File: src/rtl/bpsk_tx_framer_pkg.sv
// Shared definitions for the BPSK TX framer: sample type, symbol constants,
// FSM state encoding and the samples-per-symbol computation.
// Optional build macro BPSK_TX_DIFF_ENC_EN is consumed by bpsk_tx_framer.sv.
package bpsk_tx_framer_pkg;

    // Sample format: signed two's complement, SYMBOL_FRAC fractional bits.
    localparam int SYMBOL_WIDTH = 14;
    localparam int SYMBOL_FRAC  = 12;

    // Strobe and baud rates; their ratio must be an integer of at least 2.
    localparam int SAMPLE_RATE  = 6_000_000;
    localparam int SYMBOL_RATE  = 50_000;

    // Sync word: the low SYNC_LEN bits are sent MSB-first (SYNC_LEN in 1..32).
    localparam int          SYNC_LEN  = 32;
    localparam logic [31:0] SYNC_WORD = 32'hF3A0_5C6B;

    // Zero-valued symbol periods appended to flush the downstream RRC filter.
    localparam int TAIL_SYMS = 16;

    // Payload word size in bits (one AXI-Stream beat).
    localparam int WORD_BITS = 32;

    // Symbol index counter must hold the largest of SYNC_LEN, WORD_BITS, TAIL_SYMS.
    localparam int BCNT_W = 6;

    typedef logic signed [SYMBOL_WIDTH-1:0] sample_t;

    typedef enum logic [1:0] {
        IDLE = 2'd0,
        SYNC = 2'd1,
        DATA = 2'd2,
        TAIL = 2'd3
    } state_t;

    function automatic int calc_sps(input int sample_rate, input int symbol_rate);
        return sample_rate / symbol_rate;
    endfunction

    localparam int SPS    = calc_sps(SAMPLE_RATE, SYMBOL_RATE);
    localparam int SCNT_W = $clog2(SPS);

    // +1.0 in the sample format.
    function automatic sample_t sym_one();
        return sample_t'(1 << SYMBOL_FRAC);
    endfunction

    // -1.0 in the sample format.
    function automatic sample_t sym_neg_one();
        return -sym_one();
    endfunction

    function automatic sample_t sym_zero();
        return '0;
    endfunction

endpackage

File: src/rtl/bpsk_tx_framer_axis_word_hold.sv
// One-deep prefetch register between the AXI-Stream slave and the payload
// shift register. Accepts at most one word ahead of the word being sent and
// stops accepting once the word carrying tlast has been taken.
//
// Handshake: a word transfers on a clock edge where tvalid and tready are both
// high; tready never depends on tvalid, and tvalid/tdata/tlast are expected to
// stay stable until the transfer happens.
module bpsk_tx_framer_axis_word_hold
    import bpsk_tx_framer_pkg::*;
(
    input  logic                 clk,
    input  logic                 rst,
    input  logic                 en,
    input  logic                 clear,
    input  logic                 active,
    input  logic [WORD_BITS-1:0] tdata,
    input  logic                 tlast,
    input  logic                 tvalid,
    output logic                 tready,
    input  logic                 unload,
    output logic [WORD_BITS-1:0] hold_data,
    output logic                 hold_last,
    output logic                 hold_full
);

    logic last_taken;
    logic capture;

    // Ready only while a frame is transmitting, the slot is free and the
    // frame's final word has not yet been fetched; en low blocks transfers.
    assign tready  = en && active && !hold_full && !last_taken;
    assign capture = tvalid && tready;

    // Hold slot and end-of-frame tracking; an unload frees the slot before a
    // same-cycle capture refills it.
    always_ff @(posedge clk) begin
        if (rst) begin
            hold_data  <= '0;
            hold_last  <= 1'b0;
            hold_full  <= 1'b0;
            last_taken <= 1'b0;
        end else if (en) begin
            if (clear) begin
                hold_full  <= 1'b0;
                hold_last  <= 1'b0;
                last_taken <= 1'b0;
            end else begin
                if (capture) begin
                    hold_data <= tdata;
                    hold_last <= tlast;
                    if (tlast) begin
                        last_taken <= 1'b1;
                    end
                end
                hold_full <= capture || (hold_full && !unload);
            end
        end
    end

endmodule

File: src/rtl/bpsk_tx_framer.sv
// BPSK transmit framer: prepends the sync word to AXI-Stream payload words,
// serializes MSB-first, maps bits to +/-1 and emits one impulse per symbol
// period (SPS strobes) followed by zero tail symbols.
// Build option: define BPSK_TX_DIFF_ENC_EN to differentially encode payload
// bits (sync always sent raw).
module bpsk_tx_framer
    import bpsk_tx_framer_pkg::*;
(
    input  logic                 clk,
    input  logic                 rst,
    input  logic                 en,
    input  logic                 start,
    input  logic                 new_sample,
    input  logic [WORD_BITS-1:0] s_axis_tdata,
    input  logic                 s_axis_tlast,
    input  logic                 s_axis_tvalid,
    output logic                 s_axis_tready,
    output sample_t              sample,
    output logic                 busy,
    output logic                 done,
    output logic                 underrun,
    output state_t               state_dbg
);

    // Sync pattern left-justified so its first bit sits at the shift MSB.
    localparam logic [WORD_BITS-1:0] SYNC_ALIGNED = SYNC_WORD << (WORD_BITS - SYNC_LEN);
    localparam sample_t ONE     = sym_one();
    localparam sample_t NEG_ONE = sym_neg_one();
    localparam sample_t ZERO    = sym_zero();

    state_t               state;
    state_t               state_nxt;
    logic [SCNT_W-1:0]    sample_cnt;
    logic [BCNT_W-1:0]    bit_cnt;
    logic [WORD_BITS-1:0] shift_reg;
    logic                 cur_last;

    logic                 frame_start;
    logic                 load_word;
    logic                 underrun_set;
    logic                 done_set;
    logic                 tick;
    logic                 wrap;
    logic                 last_sym;
    logic                 tx_bit;
    sample_t              sym_val;
    logic                 active;

    logic [WORD_BITS-1:0] hold_data;
    logic                 hold_last;
    logic                 hold_full;

    assign busy      = (state != IDLE);
    assign state_dbg = state;
    assign active    = (state == SYNC) || (state == DATA);
    assign tick      = en && new_sample && (state != IDLE);
    assign wrap      = tick && (sample_cnt == SCNT_W'(SPS - 1));

    bpsk_tx_framer_axis_word_hold u_hold (
        .clk       (clk),
        .rst       (rst),
        .en        (en),
        .clear     (frame_start),
        .active    (active),
        .tdata     (s_axis_tdata),
        .tlast     (s_axis_tlast),
        .tvalid    (s_axis_tvalid),
        .tready    (s_axis_tready),
        .unload    (load_word),
        .hold_data (hold_data),
        .hold_last (hold_last),
        .hold_full (hold_full)
    );

`ifdef BPSK_TX_DIFF_ENC_EN
    logic prev_bit;

    // Differential reference: the previously transmitted payload bit,
    // restarted at 0 for every frame.
    always_ff @(posedge clk) begin
        if (rst) begin
            prev_bit <= 1'b0;
        end else if (en) begin
            if (frame_start) begin
                prev_bit <= 1'b0;
            end else if (wrap && (state == DATA)) begin
                prev_bit <= tx_bit;
            end
        end
    end

    assign tx_bit = shift_reg[WORD_BITS-1] ^ prev_bit;
`else
    assign tx_bit = shift_reg[WORD_BITS-1];
`endif

    // Current symbol value and end-of-segment detection for the active state.
    always_comb begin
        sym_val  = ZERO;
        last_sym = 1'b0;
        case (state)
            SYNC: begin
                sym_val  = shift_reg[WORD_BITS-1] ? ONE : NEG_ONE;
                last_sym = (bit_cnt == BCNT_W'(SYNC_LEN - 1));
            end
            DATA: begin
                sym_val  = tx_bit ? ONE : NEG_ONE;
                last_sym = (bit_cnt == BCNT_W'(WORD_BITS - 1));
            end
            TAIL: begin
                sym_val  = ZERO;
                last_sym = (bit_cnt == BCNT_W'(TAIL_SYMS - 1));
            end
            default: begin
                sym_val  = ZERO;
                last_sym = 1'b0;
            end
        endcase
    end

    // Next-state logic; segment transitions happen only as the last symbol
    // of a segment ends (sample counter wrapping).
    always_comb begin
        state_nxt    = state;
        frame_start  = 1'b0;
        load_word    = 1'b0;
        underrun_set = 1'b0;
        done_set     = 1'b0;
        case (state)
            IDLE: begin
                if (en && start && s_axis_tvalid) begin
                    state_nxt   = SYNC;
                    frame_start = 1'b1;
                end
            end
            SYNC: begin
                if (wrap && last_sym) begin
                    if (hold_full) begin
                        state_nxt = DATA;
                        load_word = 1'b1;
                    end else begin
                        state_nxt    = TAIL;
                        underrun_set = 1'b1;
                    end
                end
            end
            DATA: begin
                if (wrap && last_sym) begin
                    if (cur_last) begin
                        state_nxt = TAIL;
                    end else if (hold_full) begin
                        load_word = 1'b1;
                    end else begin
                        state_nxt    = TAIL;
                        underrun_set = 1'b1;
                    end
                end
            end
            TAIL: begin
                if (wrap && last_sym) begin
                    state_nxt = IDLE;
                    done_set  = 1'b1;
                end
            end
            default: begin
                state_nxt = IDLE;
            end
        endcase
    end

    // FSM state register; frozen while en is low.
    always_ff @(posedge clk) begin
        if (rst) begin
            state <= IDLE;
        end else if (en) begin
            state <= state_nxt;
        end
    end

    // Strobe-rate timing: impulse on the first strobe of each symbol period,
    // zero on the remaining SPS-1 strobes.
    always_ff @(posedge clk) begin
        if (rst) begin
            sample     <= ZERO;
            sample_cnt <= '0;
        end else if (en) begin
            if (frame_start) begin
                sample_cnt <= '0;
            end else if (tick) begin
                sample     <= (sample_cnt == '0) ? sym_val : ZERO;
                sample_cnt <= wrap ? '0 : sample_cnt + 1'b1;
            end
        end
    end

    // Symbol advance: shift out the next bit, or load the prefetched word at
    // a word boundary; the symbol index restarts at every segment end.
    always_ff @(posedge clk) begin
        if (rst) begin
            bit_cnt   <= '0;
            shift_reg <= '0;
            cur_last  <= 1'b0;
        end else if (en) begin
            if (frame_start) begin
                bit_cnt   <= '0;
                shift_reg <= SYNC_ALIGNED;
                cur_last  <= 1'b0;
            end else if (wrap) begin
                bit_cnt <= last_sym ? '0 : bit_cnt + 1'b1;
                if (load_word) begin
                    shift_reg <= hold_data;
                    cur_last  <= hold_last;
                end else begin
                    shift_reg <= {shift_reg[WORD_BITS-2:0], 1'b0};
                end
            end
        end
    end

    // Status flags: done is a single-cycle pulse, underrun is sticky until
    // the next accepted start.
    always_ff @(posedge clk) begin
        if (rst) begin
            done     <= 1'b0;
            underrun <= 1'b0;
        end else if (en) begin
            done <= done_set;
            if (frame_start) begin
                underrun <= 1'b0;
            end else if (underrun_set) begin
                underrun <= 1'b1;
            end
        end
    end

endmodule

File: config.mk
export PLATFORM = sky130hd
export DESIGN_NAME = bpsk_tx_framer
export DESIGN_NICKNAME = d
export VERILOG_FILES = /design/src/rtl/bpsk_tx_framer_pkg.sv /design/src/rtl/bpsk_tx_framer_axis_word_hold.sv /design/src/rtl/bpsk_tx_framer.sv
export SDC_FILE = /design/constraint.sdc
export NUM_CORES = 1
export LEC_CHECK = 0
export BUFFER_PORTS_ARGS = -buffer_cell sky130_fd_sc_hd__buf_2
export CORE_MARGIN = 1.5
export CORE_UTILIZATION = 58
export CTS_CLUSTER_DIAMETER = 100
export DETAILED_ROUTE_END_ITERATION = 6
export GPL_TIMING_DRIVEN = 0
export PLACE_DENSITY_LB_ADDON = 0.08
export SLEW_MARGIN = 20
export SYNTH_ARGS = -nofsm -noshare
export SYNTH_HDL_FRONTEND = slang
export SYNTH_HIERARCHICAL = 1
export SYNTH_SLANG_ARGS = --single-unit
File: constraint.sdc
create_clock -name clk -period 2.8 [get_ports clk]
set_input_delay 0.28 -clock clk [delete_from_list [all_inputs] [get_ports clk]]
set_output_delay 0.28 -clock clk [all_outputs]
set_load 0.02 [all_outputs]
; Yosys cells after proc, flatten, opt, wreduce, memory -nomap -nowiden
; Cells that the tools add are included.
[op_classes]
n_bitwise = 1
n_eq_ne = 11
n_addsub = 2
muxes = 46
reduce_logical = 35
[ops]
columns = cell, n
row1 = 2-to-1 mux 32 bit, 3
row2 = 2-to-1 mux 14 bit, 3
row3 = 2-to-1 mux 1 bit, 24
row4 = 2-to-1 mux 7 bit, 3
row5 = 2-to-1 mux 6 bit, 3
row6 = nonzero test 2 bit, 7
row7 = 2-to-1 mux 2 bit, 6
row8 = AND reduction 3 bit, 4
row9 = logical AND 1 bit, 11
row10 = case mux 2 bit (4 select lines), 1
row11 = AND reduction 2 bit, 4
row12 = adder 7 x 1 -> 7 bit (second input constant), 1
row13 = equality test 7 bit (second input constant), 1
row14 = zero test 7 bit, 1
row15 = adder 6 x 1 -> 6 bit (second input constant), 1
row16 = equality test 6 x 4 -> 1 bit (second input constant), 1
row17 = equality test 6 x 5 -> 1 bit (second input constant), 1
row18 = case mux 1 bit (2 select lines), 3
row19 = AND reduction 6 bit, 1
row20 = equality test 2 bit (second input constant), 2
row21 = != test 2 x 1 -> 1 bit (second input constant), 2
row22 = != test 2 bit (second input constant), 2
row23 = zero test 1 bit, 3
row24 = != test 3 bit (second input constant), 1
row25 = other kinds (5), 6
[word_totals]
output_inout_bits = 20
elab_cells = 107
ff_bits = 99
input_bits = 39

; Depth between registers and ports, before layout
[logic_depth]
ltp_word = 10
ltp_mapped = 10
ltp_nobuf = 8

; Cells and area by module
; The synthesis kept the hierarchy.
[by_module_without_submodules]
columns = mod, area_per_inst_um2, cells_each, seq_area_each_um2, instances
row1 = bpsk_tx_framer, 2900.3, 287, 1041.0, 1
row2 = bpsk_tx_framer_axis_word_hold, 1609.0, 155, 700.7, 1

; Worst setup path after synthesis
; OpenSTA, ideal clock, no wires.
[synth_path]
path_kind = flip-flop to flip-flop
startpoint = reg state[0], in the netlist state_dbg[0]
endpoint = reg shift_reg[26]
setup_ns = 0.135
slack_ns = 0.211
period_less_slack_ns = 2.589
n_path_buf = 2
t_arrival_ns = 2.454
path_stages_with_launch = 10
t_required_ns = 2.665
path_cell_list = dfxtp_1 > inv_1 > ha_1 > or3b_1 > or4_4 > nor3_2 > buf_6 > buf_12 > mux2i_1 > a211oi_2
[synth_between]
elab_chain_cells = 9
elab_cells_between_ends = 19
[synth_rtl]
columns = item, line
row1 = "start, declared", bpsk_tx_framer.sv:31  ; state_t state;
row2 = "start signal, assigned", bpsk_tx_framer.sv:176  ; state <= state_nxt;
row3 = "equality test 2 x 1 -> 1 bit, or another cell as far along", "bpsk_tx_framer.sv:101, bpsk_tx_framer.sv:129"
row4 = OR reduction 2 bit (no line) or logical AND 1 bit (tied branches), n/a
row5 = case mux 1 bit (2 select lines) or logical AND 1 bit (tied branches), "bpsk_tx_framer.sv:101, bpsk_tx_framer.sv:57"
row6 = logical AND 1 bit, "bpsk_tx_framer.sv:137, bpsk_tx_framer.sv:148"
row7 = 2-to-1 mux 1 bit (on tied branches), "bpsk_tx_framer.sv:148, bpsk_tx_framer.sv:137"
row8 = case mux 1 bit (2 select lines), bpsk_tx_framer.sv:129  ; case (state)
row9 = 2-to-1 mux 32 bit, bpsk_tx_framer.sv:210  ; if (load_word) begin
row10 = 2-to-1 mux 32 bit, bpsk_tx_framer.sv:208  ; end else if (wrap) begin
row11 = 2-to-1 mux 32 bit, bpsk_tx_framer.sv:204  ; if (frame_start) begin
row12 = "end signal, assigned", bpsk_tx_framer.sv:211  ; shift_reg <= hold_data;
row13 = "end signal, assigned", bpsk_tx_framer.sv:214  ; shift_reg <= {shift_reg[WORD_BITS-2:0], 1'b0};
row14 = "end, declared", bpsk_tx_framer.sv:35  ; logic [WORD_BITS-1:0] shift_reg;
; Several ways; a longest one is shown, not always the timed one. The select of a mux whose other input is x is not followed.
; A chain may end at the register's enable or synchronous reset.

; Worst setup path after layout
[layout_path]
startpoint = reg state[0], in the netlist state_dbg[0]
endpoint = reg shift_reg[21]
[layout_between]
elab_chain_cells = 9
elab_cells_between_ends = 19
[layout_rtl]
columns = item, line
row1 = "equality test 2 x 1 -> 1 bit, or another cell as far along", "bpsk_tx_framer.sv:101, bpsk_tx_framer.sv:129"
row2 = OR reduction 2 bit (no line) or logical AND 1 bit (tied branches), n/a
row3 = case mux 1 bit (2 select lines) or logical AND 1 bit (tied branches), "bpsk_tx_framer.sv:101, bpsk_tx_framer.sv:57"
row4 = logical AND 1 bit, "bpsk_tx_framer.sv:137, bpsk_tx_framer.sv:148"
row5 = 2-to-1 mux 1 bit (on tied branches), "bpsk_tx_framer.sv:148, bpsk_tx_framer.sv:137"
row6 = case mux 1 bit (2 select lines) *, bpsk_tx_framer.sv:129
row7 = named net load_word, bpsk_tx_framer.sv:39  ; logic load_word;
row8 = 2-to-1 mux 32 bit *, bpsk_tx_framer.sv:210
row9 = 2-to-1 mux 32 bit *, bpsk_tx_framer.sv:208
row10 = 2-to-1 mux 32 bit *, bpsk_tx_framer.sv:204
; Mark *: on every way through the listed nets, which the timed path passes. The rest lies on a longest branch. The select of a mux whose other input is x is not followed.

==> impl_metrics.csv <==
group,metric,value,unit
timing,maxSlewViolCount,0,
detailed_routing,vias_per_cell,5.41,
detailed_routing,wl,9.29,mm
place,place_worst_setup_slack,66.2,ps
detailed_routing,drtIter0Drc,96,
global_route,antenna_found_initial,0,
detailed_routing,routed-via-count,3316,
logic_synthesis,synthCells,442,
place,placement.io_buffers,45,
floorplanning,floorplan.die.width,91.2,um
floorplanning,coreArea,7370,um^2
timing,holdWs,178,ps
place,global_placer_s_final_weighted_congestion,0.874,
timing,report.final.setup_viol,0,
cells_and_area,final.fill_count,612,
detailed_routing,drc_errors,0,
clocking,cts_inserted_buffers,9,
worst_hold_path,worst_hold_path_type,"in2reg",
worst_setup_path,endpoint_kind,"flip-flop",
worst_setup_path,worstPathBufferInverterCount,3,
cells_and_area,fin_nets,555,
floorplanning,boundaryPins,59,
worst_setup_path,cp_cell_sequence,"inv_1, ha_2, or3b_1, or4_4, nor3_2, buf_6, buf_12, mux2i_2, a211oi_2",
logic_synthesis,netlist.area_leader.share,38.6,%
logic_synthesis,yosys_top_cell_by_area,"dfxtp_1",
place,placement.cell_area,4900,um^2
logic_synthesis,yosys_warnings,6,
clocking,cts.repair_timing.setup_buffer_count,0,
timing,max_freq,0.373,GHz
power,leakage,1.80,nW
run_status,status,"complete, no violations",
global_route,grt_first_pass_wirelength,15.2,mm
global_route,grt_pass1_vias,3314,
detailed_routing,drt_pass1_iterations,5,
worst_setup_path,required_time_reported_for_the_critical_path_endpoint,3020,ps
logic_synthesis,yosysMostFrequentCell,"dfxtp_1",
timing,timing.final.hold_violations,0,
worst_hold_path,hold_path_startpoint,"s_axis_tdata[15]",
detailed_routing,post_drt_wl_per_cell,15.1,um
timing,layout_setup_ws,117,ps
worst_setup_path,crit_path_max_fanout,10,
timing,slew-limit-headroom,39.4,%
logic_synthesis,synth-main-ff-cell,"dfxtp_1",
worst_setup_path,timing.reg2reg.setup_slack,120,ps
timing,tightest_slew,901,ps
logic_synthesis,syn-mean-instance-area,10.2,um^2
worst_hold_path,timing.hold.worst_path_depth,3,
cells_and_area,insertedDiodeCount,0,
place,detailed_place_hpwl,6.55,mm
clocking,clock_latency,360,ps
clocking,cts_resized,0,
timing,rsz0062_at_grt,"no",
logic_synthesis,yosysUniqueCellTypes,54,
clocking,postCtsHoldBufs,0,
global_route,grt_max_degree,15,
logic_synthesis,async_reset_ff_share,0,%
worst_setup_path,worst-endpoint-arrival,2900,ps
worst_setup_path,start_kind,"flip-flop",
timing,timing.final.crit_period,2680,ps
global_route,globalRouteTotalUtil,23.1,%
worst_hold_path,hold-path-endpoint,"u_hold/hold_data[15]",
power,power_density,511,nW/um^2
worst_setup_path,start_of_the_worst_register_to_register_path,"state_dbg[0]",
clocking,cts-root-to-sink-buffers,2,
worst_setup_path,max_stage_delay,440,ps
timing,final_sum_of_negative_setup_slack,0,ps
floorplanning,dieArea,8310,um^2
worst_setup_path,timing.critical_path.from,"state_dbg[0]",
clocking,tritoncts,"done",
detailed_routing,ant_nets,0,
cells_and_area,finish.instance_area,5150,um^2
clocking,cts.sink_count,87,
clocking,ctsHtreeMaxLevel,3,
floorplanning,fp.dieH,91.2,um
cells_and_area,synthToLayoutAreaGrowth,14.2,%
worst_setup_path,worstRegToRegCells,9,
logic_synthesis,mapped_area,4510,um^2
floorplanning,number_of_placement_rows,31,
floorplanning,initial_core_util,61.2,%
clocking,cts-root-buf,"clkbuf_8",
logic_synthesis,synth_enable_flop_cells,0,
cells_and_area,post_route_cells_drive_above_1_share,25.5,%
global_route,globalRoute.totalOverflow,0,
power,power.ir.vdd_worst,0.337,mV
logic_synthesis,postSynthRegisterBits,87,
logic_synthesis,netlist_top_cells_count,"dfxtp_1 (87), nand2b_1 (67), mux2i_1 (63)",
worst_setup_path,timing_worst_setup_path_type,"reg2reg",
worst_setup_path,cpLargestDelayFamily,"simple AND/OR/NAND/NOR gates",
power,totalPowerFinal,2.63,mW
timing,final_min_period_over_clock_period,95.8,%
worst_setup_path,cpMaxStageDelayCell,"or4_4",
clocking,cts.reportedPaths.clkPinSlew,90,ps
flow_run,max_cap_viol_count,0,
timing,final_worst_clock_skew,11.3,ps
logic_synthesis,synth_seq_area_share,38.6,%
logic_synthesis,synth.top_cells.by_area,"dfxtp_1 (39%), mux2i_1 (14%), nand2b_1 (9.3%)",
worst_setup_path,worstReg2RegEnd,"shift_reg[21]",
## cell usage in the layout, fill, tap and decap left out, drive strengths merged, types with 12 or more instances in the layout
master	Yosys	layout
nand2b	67	67
a21oi	23	23
clkbuf	18	29
nor2	28	28
nand2	13	13
mux2i	63	63
buf	23	68
dfxtp	87	87
a211oi	33	33
conb	1	12
## through the flow
| step | utilization [%] | cells |
|---|---|---|
| floorplan | - | 453 |
| global placement | 66.5 | 597 |
| detailed placement | 66.5 | 597 |
| CTS | 69.7 | 613 |
| global route | 69.9 | 613 |
| finish | 69.9 | 613 |
## worst max-delay path by stage
stage / depth (start not counted) / slack [ps] / to
finish: 9 / 120 / shift_reg[21]
CTS: 7 / 20 / bit_cnt[4]
floorplan: 9 / 210 / shift_reg[26]
global route: 9 / 4 / shift_reg[21]
global placement: 7 / 80 / bit_cnt[2]
detailed placement: 7 / 70 / bit_cnt[5]
## cell families (layout without fill, tap and decap cells)
family,count (synthesis),after routing,share of synthesized area [%]
buffers and inverters,49,110,10.1
multiplexers,63,63,14.0
AO/OA/AOI/OAI,74,74,13.7
adder cells (fa/ha/maj),7,7,1.94
flip-flops,87,87,38.6
other,1,12,0.0832
XOR/XNOR,9,9,1.75
AND/OR/NAND/NOR,152,152,19.8
## worst min-delay path, stage by stage
cell and delay (ps):
buf_2 90, nand2b_1 50, mux2i_1 60
## where the power goes
group	total, mW	switching, mW	internal (mW)
Combinational	0.300	0.161	0.140
Clock	1.04	0.444	0.595
Sequential	1.29	0.0230	1.27
## per-layer routing
metal  track usage (%)  up-vias  share of wire, %
met1              28.4     1585                47
met2              39.4       60                48
met5                 0        -                 0
met3              5.53       14               3.0
li1                  -     1657                 -
met4              7.94        0               1.8
## cell type report
cell class	instances	area, um^2	share of cell area (%)
flip-flops and latches	87	1740	33.8
multi-input cells	317	2360	45.9
plain buffers	42	430	8.36
well taps	99	124	2.41
clock inverters	5	106	2.07
clock buffers	11	131	2.55
inverters	7	26.3	0.510
repair buffers	45	225	4.37
(Power assumes the default switching activity.)
